**src/rtl/div_nonrestoring_33.sv**
```systemverilog
// Iterative signed divider: non-restoring, one quotient bit per cycle on a WIDTH+1 remainder.
// A start pulse reloads from any state; a zero divisor reports an exception without iterating.
module div_nonrestoring_33 #(
  parameter int WIDTH = 32,
  parameter int CNT_W = 6
) (
  input  logic             clock,
  input  logic             reset_n,
  input  logic             ctrl_div,
  input  logic [WIDTH-1:0] data_operandA,
  input  logic [WIDTH-1:0] data_operandB,
  input  logic [WIDTH:0]   divisor_33_inv,
  output logic [WIDTH:0]   divisor_33,
  output logic [WIDTH-1:0] data_result,
  output logic [WIDTH-1:0] data_remainder,
  output logic             data_exception,
  output logic             data_resultRDY,
  output logic             busy
);

  typedef enum logic [2:0] {IDLE, RUN, FIX, DONE, ZERO} state_t;

  state_t           state, state_nxt;
  logic [WIDTH:0]   rem, rem_sh, rem_step;
  logic [WIDTH-1:0] rem_fix, quo, a_abs, b_abs;
  logic [CNT_W-1:0] cnt;
  logic             sa, sb;
  logic             last_iter;

  // Magnitudes are unsigned, so -2^(WIDTH-1) maps cleanly onto 2^(WIDTH-1).
  assign a_abs = data_operandA[WIDTH-1] ? -data_operandA : data_operandA;
  assign b_abs = data_operandB[WIDTH-1] ? -data_operandB : data_operandB;

  assign rem_sh    = {rem[WIDTH-1:0], quo[WIDTH-1]};
  assign rem_step  = rem[WIDTH] ? rem_sh + divisor_33
                                : rem_sh + divisor_33_inv + {{WIDTH{1'b0}}, 1'b1};
  assign rem_fix   = rem[WIDTH] ? rem[WIDTH-1:0] + divisor_33[WIDTH-1:0] : rem[WIDTH-1:0];
  assign last_iter = (cnt == CNT_W'(WIDTH - 1));
  assign busy      = (state == RUN) || (state == FIX);

  always_ff @(posedge clock or negedge reset_n) begin
    if (!reset_n) state <= IDLE;
    else          state <= state_nxt;
  end

  always_comb begin
    state_nxt = state;
    if (ctrl_div) begin
      state_nxt = (data_operandB == '0) ? ZERO : RUN;
    end else begin
      case (state)
        RUN:     if (last_iter) state_nxt = FIX;
        FIX:     state_nxt = DONE;
        DONE:    state_nxt = IDLE;
        ZERO:    state_nxt = IDLE;
        default: state_nxt = IDLE;
      endcase
    end
  end

  always_ff @(posedge clock or negedge reset_n) begin
    if (!reset_n) begin
      rem            <= '0;
      quo            <= '0;
      cnt            <= '0;
      sa             <= 1'b0;
      sb             <= 1'b0;
      divisor_33     <= '0;
      data_result    <= '0;
      data_remainder <= '0;
      data_exception <= 1'b0;
      data_resultRDY <= 1'b0;
    end else if (ctrl_div) begin
      sa             <= data_operandA[WIDTH-1];
      sb             <= data_operandB[WIDTH-1];
      quo            <= a_abs;
      rem            <= '0;
      cnt            <= '0;
      divisor_33     <= {1'b0, b_abs};
      data_result    <= '0;
      data_remainder <= '0;
      data_exception <= 1'b0;
      data_resultRDY <= 1'b0;
    end else begin
      data_exception <= 1'b0;
      data_resultRDY <= 1'b0;
      case (state)
        RUN: begin
          rem <= rem_step;
          quo <= {quo[WIDTH-2:0], ~rem_step[WIDTH]};
          cnt <= cnt + CNT_W'(1);
        end
        FIX: begin
          data_result    <= (sa ^ sb) ? -quo : quo;
          data_remainder <= sa ? -rem_fix : rem_fix;
          data_resultRDY <= 1'b1;
        end
        ZERO: begin
          data_result    <= '0;
          data_remainder <= '0;
          data_exception <= 1'b1;
          data_resultRDY <= 1'b1;
        end
        default: ;
      endcase
    end
  end

endmodule

```
**config.mk**
```make
export PLATFORM = sky130hd
export DESIGN_NAME = div_nonrestoring_33
export DESIGN_NICKNAME = d
export VERILOG_FILES = /design/src/rtl/div_nonrestoring_33.sv
export SDC_FILE = /design/constraint.sdc
export NUM_CORES = 1
export LEC_CHECK = 0
export BUFFER_PORTS_ARGS = -buffer_cell sky130_fd_sc_hd__buf_2
export CAP_MARGIN = 5
export CORE_ASPECT_RATIO = 1.1
export CORE_UTILIZATION = 55
export CTS_CLUSTER_SIZE = 40
export DETAILED_ROUTE_END_ITERATION = 10
export PLACE_DENSITY = 0.85
export RECOVER_POWER = 50
export SYNTH_ARGS = -nofsm -noshare
export SYNTH_HDL_FRONTEND = slang
export SYNTH_SLANG_ARGS = --single-unit
```
**constraint.sdc**
```tcl
create_clock -name clock -period 4.4 [get_ports clock]
set_clock_uncertainty 0.05 [all_clocks]
set_input_delay 0.22 -clock clock [delete_from_list [all_inputs] [get_ports clock]]
set_output_delay 0.22 -clock clock [all_outputs]
set_load 0.02 [all_outputs]
```
# Word-level counts from Yosys, hierarchy flattened
# Index checks and enable logic that the tools add are counted.
# Widths: inputs -> output; s select.
dict set report totals {
  reg_bits 174
  input_bits 100
  output_inout_bits 100
  wordCells 56
}
dict set report op_classes {
  addsub 9
  eq_ne 5
  muxes 24
  bitwise 2
  n_reduce_logical 5
}
# operator n
set ops {}
lappend ops {{$mux 32} 9}
lappend ops {{$neg 32->32} 4}
lappend ops {{$pmux 32 s2} 2}
lappend ops {{$mux 33} 3}
lappend ops {{$add 33x1->33 const B} 1}
lappend ops {{$add 33x32->33} 1}
lappend ops {{$add 33x33->33} 1}
lappend ops {{$add 32x32->32} 1}
lappend ops {{$logic_not 32->1} 1}
lappend ops {{$mux 6} 2}
lappend ops {{$mux 3} 3}
lappend ops {{$add 6x1->6 const B} 1}
lappend ops {{$eq 6x5->1 const B} 1}
lappend ops {{$pmux 3 s2} 1}
lappend ops {{$mux 1} 4}
lappend ops {{$eq 3x1->1 const B} 1}
lappend ops {{$eq 3x2->1 const B} 1}
lappend ops {{$eq 3x3->1 const B} 1}
lappend ops {{$ne 3x3->1 const B} 1}
lappend ops {{$reduce_bool 3->1} 1}
lappend ops {{$reduce_bool 2->1} 1}
lappend ops {{$reduce_or 2->1} 1}
lappend ops {{$logic_or 1x1->1} 1}
lappend ops {{$not 1->1} 1}
lappend ops {{$xor 1x1->1} 1}

# Depth between registers and ports, before layout
dict set report logic_depth {
  depth_word 6
  depth_mapped 15
  mapped_depth_nobuf 14
}

# Worst setup path before layout
# No wires, ideal clock.
dict set report synth_path {
  kind {register -> register}
  start {reg rem[32]}
  end {reg data_remainder[24]}
  setup_ps 131
  t_arrival_ps 3734
  required_ps 4219
  path_slack_ps 485
  stages_incl_launch_ff 16
  n_path_buf 5
  period_less_slack_ps 3915
  cell_sequence {dfrtp_1 -> clkbuf_1 -> buf_1 -> buf_1 -> buf_2 -> buf_1 -> mux2i_1 -> ha_1 -> nand2_1 -> nor3_1 -> nand3_1 -> nor4b_4 -> nand3_2 -> o41ai_2 -> xor2_1 -> o21ai_1}
}
dict set report synth_via {
  elab_chain_cells 5
}
# item line
set synth_lines {}
lappend synth_lines {{from (decl)} 24} ;# logic [WIDTH:0] rem, rem_sh, rem_step;
lappend synth_lines {{from (signal assigned)} 89} ;# rem <= rem_step;
lappend synth_lines {{$mux 32 (*)} 37} ;# assign rem_fix = rem[WIDTH] ? rem[WIDTH-1:0] + divisor_33[WIDTH-1:0] : rem[WIDTH-1:0];
lappend synth_lines {{$neg 32->32} 95} ;# data_remainder <= sa ? -rem_fix : rem_fix;
lappend synth_lines {{$mux 32 (*)} 95}
lappend synth_lines {{$pmux 32 s2 (*)} 87} ;# case (state)
lappend synth_lines {{$mux 32 (*)} 73} ;# end else if (ctrl_div) begin
lappend synth_lines {{to (signal assigned)} 95}
lappend synth_lines {{to (decl)} 15} ;# output logic [WIDTH-1:0] data_remainder,
# Every way passes the cells marked *; elsewhere a longest branch is shown, timed or not.
# A chain may end at the register's enable or synchronous reset.

# Worst setup path in the final report
dict set report layout_path {
  start {reg rem[0]}
  end {reg data_remainder[23]}
}
dict set report layout_via {
  elab_chain_cells 6
}
# item line
set layout_lines {}
lappend layout_lines {{$add 32x32->32} 37}
lappend layout_lines {{$mux 32 (*)} 37}
lappend layout_lines {{$neg 32->32} 95}
lappend layout_lines {{$mux 32 (*)} 95}
lappend layout_lines {{$pmux 32 s2 (*)} 87}
lappend layout_lines {{$mux 32 (*)} 73}
# Marks and branches as above.

==> run metrics <==
crit path buf inv count=0; combinational power share=between 60% and 70%; Multi-input gate area=0.0102 sq mm; Post-DP HPWL=31,800 microns; layout net count=around 2.2k; cells after synthesis=~1.8k; die width=between 150 and 200 microns; Seq/Total Area, Yosys=28.9%; RSZ-0062 raised after global routing=false; htree depth=4; post-route setup TNS=0 ps; reg2reg start=rem[0]; Hold Path Depth=4; total gr overflow=0; CP most frequent cell=o21ai_1; CP max FO=7; PortBufs=198; failing checks=capacitance limit, slew limit; vias in the first global route=13.6k; post-CTS sizing=0; Ant. Diodes=0; MaxCap Viol Count=2; crit-path cells=ha_1, fa_1, a211oi_2, o21ai_1, nand2_1, xnor2_1, mux2i_1, nand3_1, nor3_1, nand4_1, o31ai_1, xor2_1, o21ai_1; synthesis-to-finish area growth=11.1%; Critical path origin=rem[0]; FF/Latch Area=0.00436 sq mm; first-pass GRT wire length=68,500 microns; PwrDens=581 mW/mm^2; measured slew at the worst slew-check pin=2680 ps; initial antenna violation count=0; worst reg2reg path depth=13; drt drc=0; Final Max Tran Viols=142; Initial Utilization=56.0%; Async SR Flop Fraction=100%; Final Routed Wirelength=42,500 microns; Final GP Congestion=0.944; Pre-antenna DRT Iters=6; clock root cell=clkbuf_16; pin count of the biggest net entering global routing=106; delay-heaviest family, CP=simple AND/OR/NAND/NOR gates; mux contribution to synthesized area=3.17%; Clk Latency, worst-skew pair=450 ps; post-synthesis simple-gate area fraction=19.8%; Total GRT Usage=30.3%; Final min period=between 3000 and 4000 ps; CTS tree=yes; final-layout fill cell count=~2.4k; clock transition at the registers of the reported paths=70 ps; Ys Warns=0; row cnt=63; Routed wire per std cell=18.0 microns; routed via count=14.7k; CTS Buffer Depth=2; EDFF count, synth=0; final hold vios=0; Critical Path Sink Type=flop; Routed Antenna Nets=0; reg-to-reg critical path endpoint=data_remainder[23]; cell taking the most area after synthesis=dfrtp_1; Yosys top cell area share=a little under 30%; die height=175 microns; mapped cell area=0.0150 sq mm; main combinational cell family by area after synthesis=compound AO/OA/AOI/OAI gates; Max Clock Freq=255 MHz; Hold EP=quo[5]; Startpoint Class=flop; placed inst area=0.0163 sq mm; sw power=4.66 mW; Synth Area in Adders=slightly below 9%; Num CTS Buffers=17; syn_area_per_cell=8.14 sq um; crit share post-route=89.3%; boundary pin count=200; P_int=just over 5 mW; Rel. slew slack=-78.5%; crit path max-delay cell type=dfrtp_1; share of cells above drive strength 1=9.78%; clock power share=15.5%; HP Start=data_operandA[5]; area of the die=0.0280 sq mm; Yosys reg bits=174; Worst VDD drop=310 uV; initial drt markers=about 1.2k; crit path DAT=4180 ps; clock sinks=174; WS Path Type=reg2reg; R2R setup slack=470 ps; status=complete, but fails checks; Synth area leaders=dfrtp_1 (29%), ha_1 (8.3%), xnor2_1 (5.9%), o21ai_0 (5.8%), a21oi_1 (5.2%); vias per inst=6.22; Worst path max stage delay=between 400 and 500 ps; final instance area=0.0167 sq mm; Sequential Power Share=22.5%; Net Count, Synth=2,051; final setup violation count=0; Cell variety after synth=95; prevailing post-synth register cell=dfrtp_1; Hold WC Path Type=in2reg; Worst EP required=4650 ps; Leakage=7.48 nW; Core Area=0.0269 sq mm; XOR/XNOR Fraction of Synth Area=10.7%; Sw Ratio=48.0%; complex-gate fraction of the synthesized area=between 20% and 30%
-- placed cells by master, fill, tap and decap left out, types with 24 or more instances in the layout --
master,n
a211oi_1,29
a21o_1,49
a21oi_1,156
buf_2,98
clkbuf_1,100
dfrtp_1,173
ha_1,100
inv_1,26
mux2i_1,42
nand2_1,207
nand3_1,29
nand4_1,26
nor2_1,155
nor3_1,50
o21ai_0,173
o21ai_1,24
o31ai_1,26
or3_1,33
xnor2_1,101
xor2_1,83
-- tightest hold or removal path: stages --
cell and delay [ps]:
buf_2 90, xor2_1 60, nand2_1 60, o21ai_0 70
-- synthesized netlist by cell type, drive strengths merged (18+ instances only) --
master and count:
nand2 207, o21ai 198, dfrtp 174, a21oi 156, nor2 156, xnor2 101
ha 100, xor2 83, clkbuf 72, nor3 50, a21o 49, mux2i 42
or3 34, a211oi 33, nand3 31, o31ai 31, nand4 27, inv 26
nand2b 22, buf 20, nor2b 18
-- state kept, by name, summed over array words and instances, names as in the netlist --
register	count
state	3
data_resultRDY	1
rem	33
quo	32
data_remainder	32
data_exception	1
data_result	32
divisor_33	32
sa	1
sb	1
cnt	6
-- how the worst max path moves through the flow --
stage,endpoint,slack [ps],cells after the start
6_report,data_remainder[23],470,13
4_1_cts,data_remainder[23],490,13
2_1_floorplan,data_remainder[24],480,15
3_3_place_gp,data_remainder[23],560,13
5_1_grt,data_remainder[23],190,13
3_5_place_dp,data_remainder[23],490,13
-- what timing repair did --
action                                 CTS  global route
endpoints found under the hold margin  104             0
hold buffers                             2             0
buffers inserted                         0             0
-- through the flow --
stage	setup WS (ps)	std cells	hold WS (ps)	util (%)	power, mW
floorplan	485	1848	-126	-	6.75
global placement	559	2327	359	60.5	7.90
detailed placement	490	2327	368	60.5	8.06
CTS	491	2361	28.8	62.7	9.62
global route	190	2361	50.4	62.2	10.4
finish	472	2361	36.5	62.2	9.71
-- logic make-up after synthesis --
family,after synthesis
buffers and inverters,119
AND/OR/NAND/NOR,616
AO/OA/AOI/OAI,604
flip-flops,174
adder cells (fa/ha/maj),103
other,1
XOR/XNOR,184
multiplexers,47
-- final cells by class --
type	instances	share of cell area, %
Tap cell	357	2.67
Inverter	27	0.606
Timing Repair Buffer	216	6.01
Sequential cell	174	26.1
Clock inverter	14	0.883
Clock buffer	18	2.57
Multi-Input combinational cell	1555	61.2
-- per-layer routing --
layer / share of wire [%] / track usage [%]
met1: 44 / 39.8
met2: 47 / 50.9
met3: 7.1 / 4.18
met4: 2.4 / 10.6
met5: 0 / 0
-- power by group through the flow --
stage               Combinational (mW)  Sequential [mW]  Clock [mW]
detailed placement                5.87             2.19           0
finish                            6.02             2.19        1.51
CTS                               5.93             2.17        1.53
global route                      6.63             2.21        1.59
floorplan                         4.67             2.08           0
global placement                  5.72             2.18           0
Note: power is estimated with default switching activity, not from simulation.
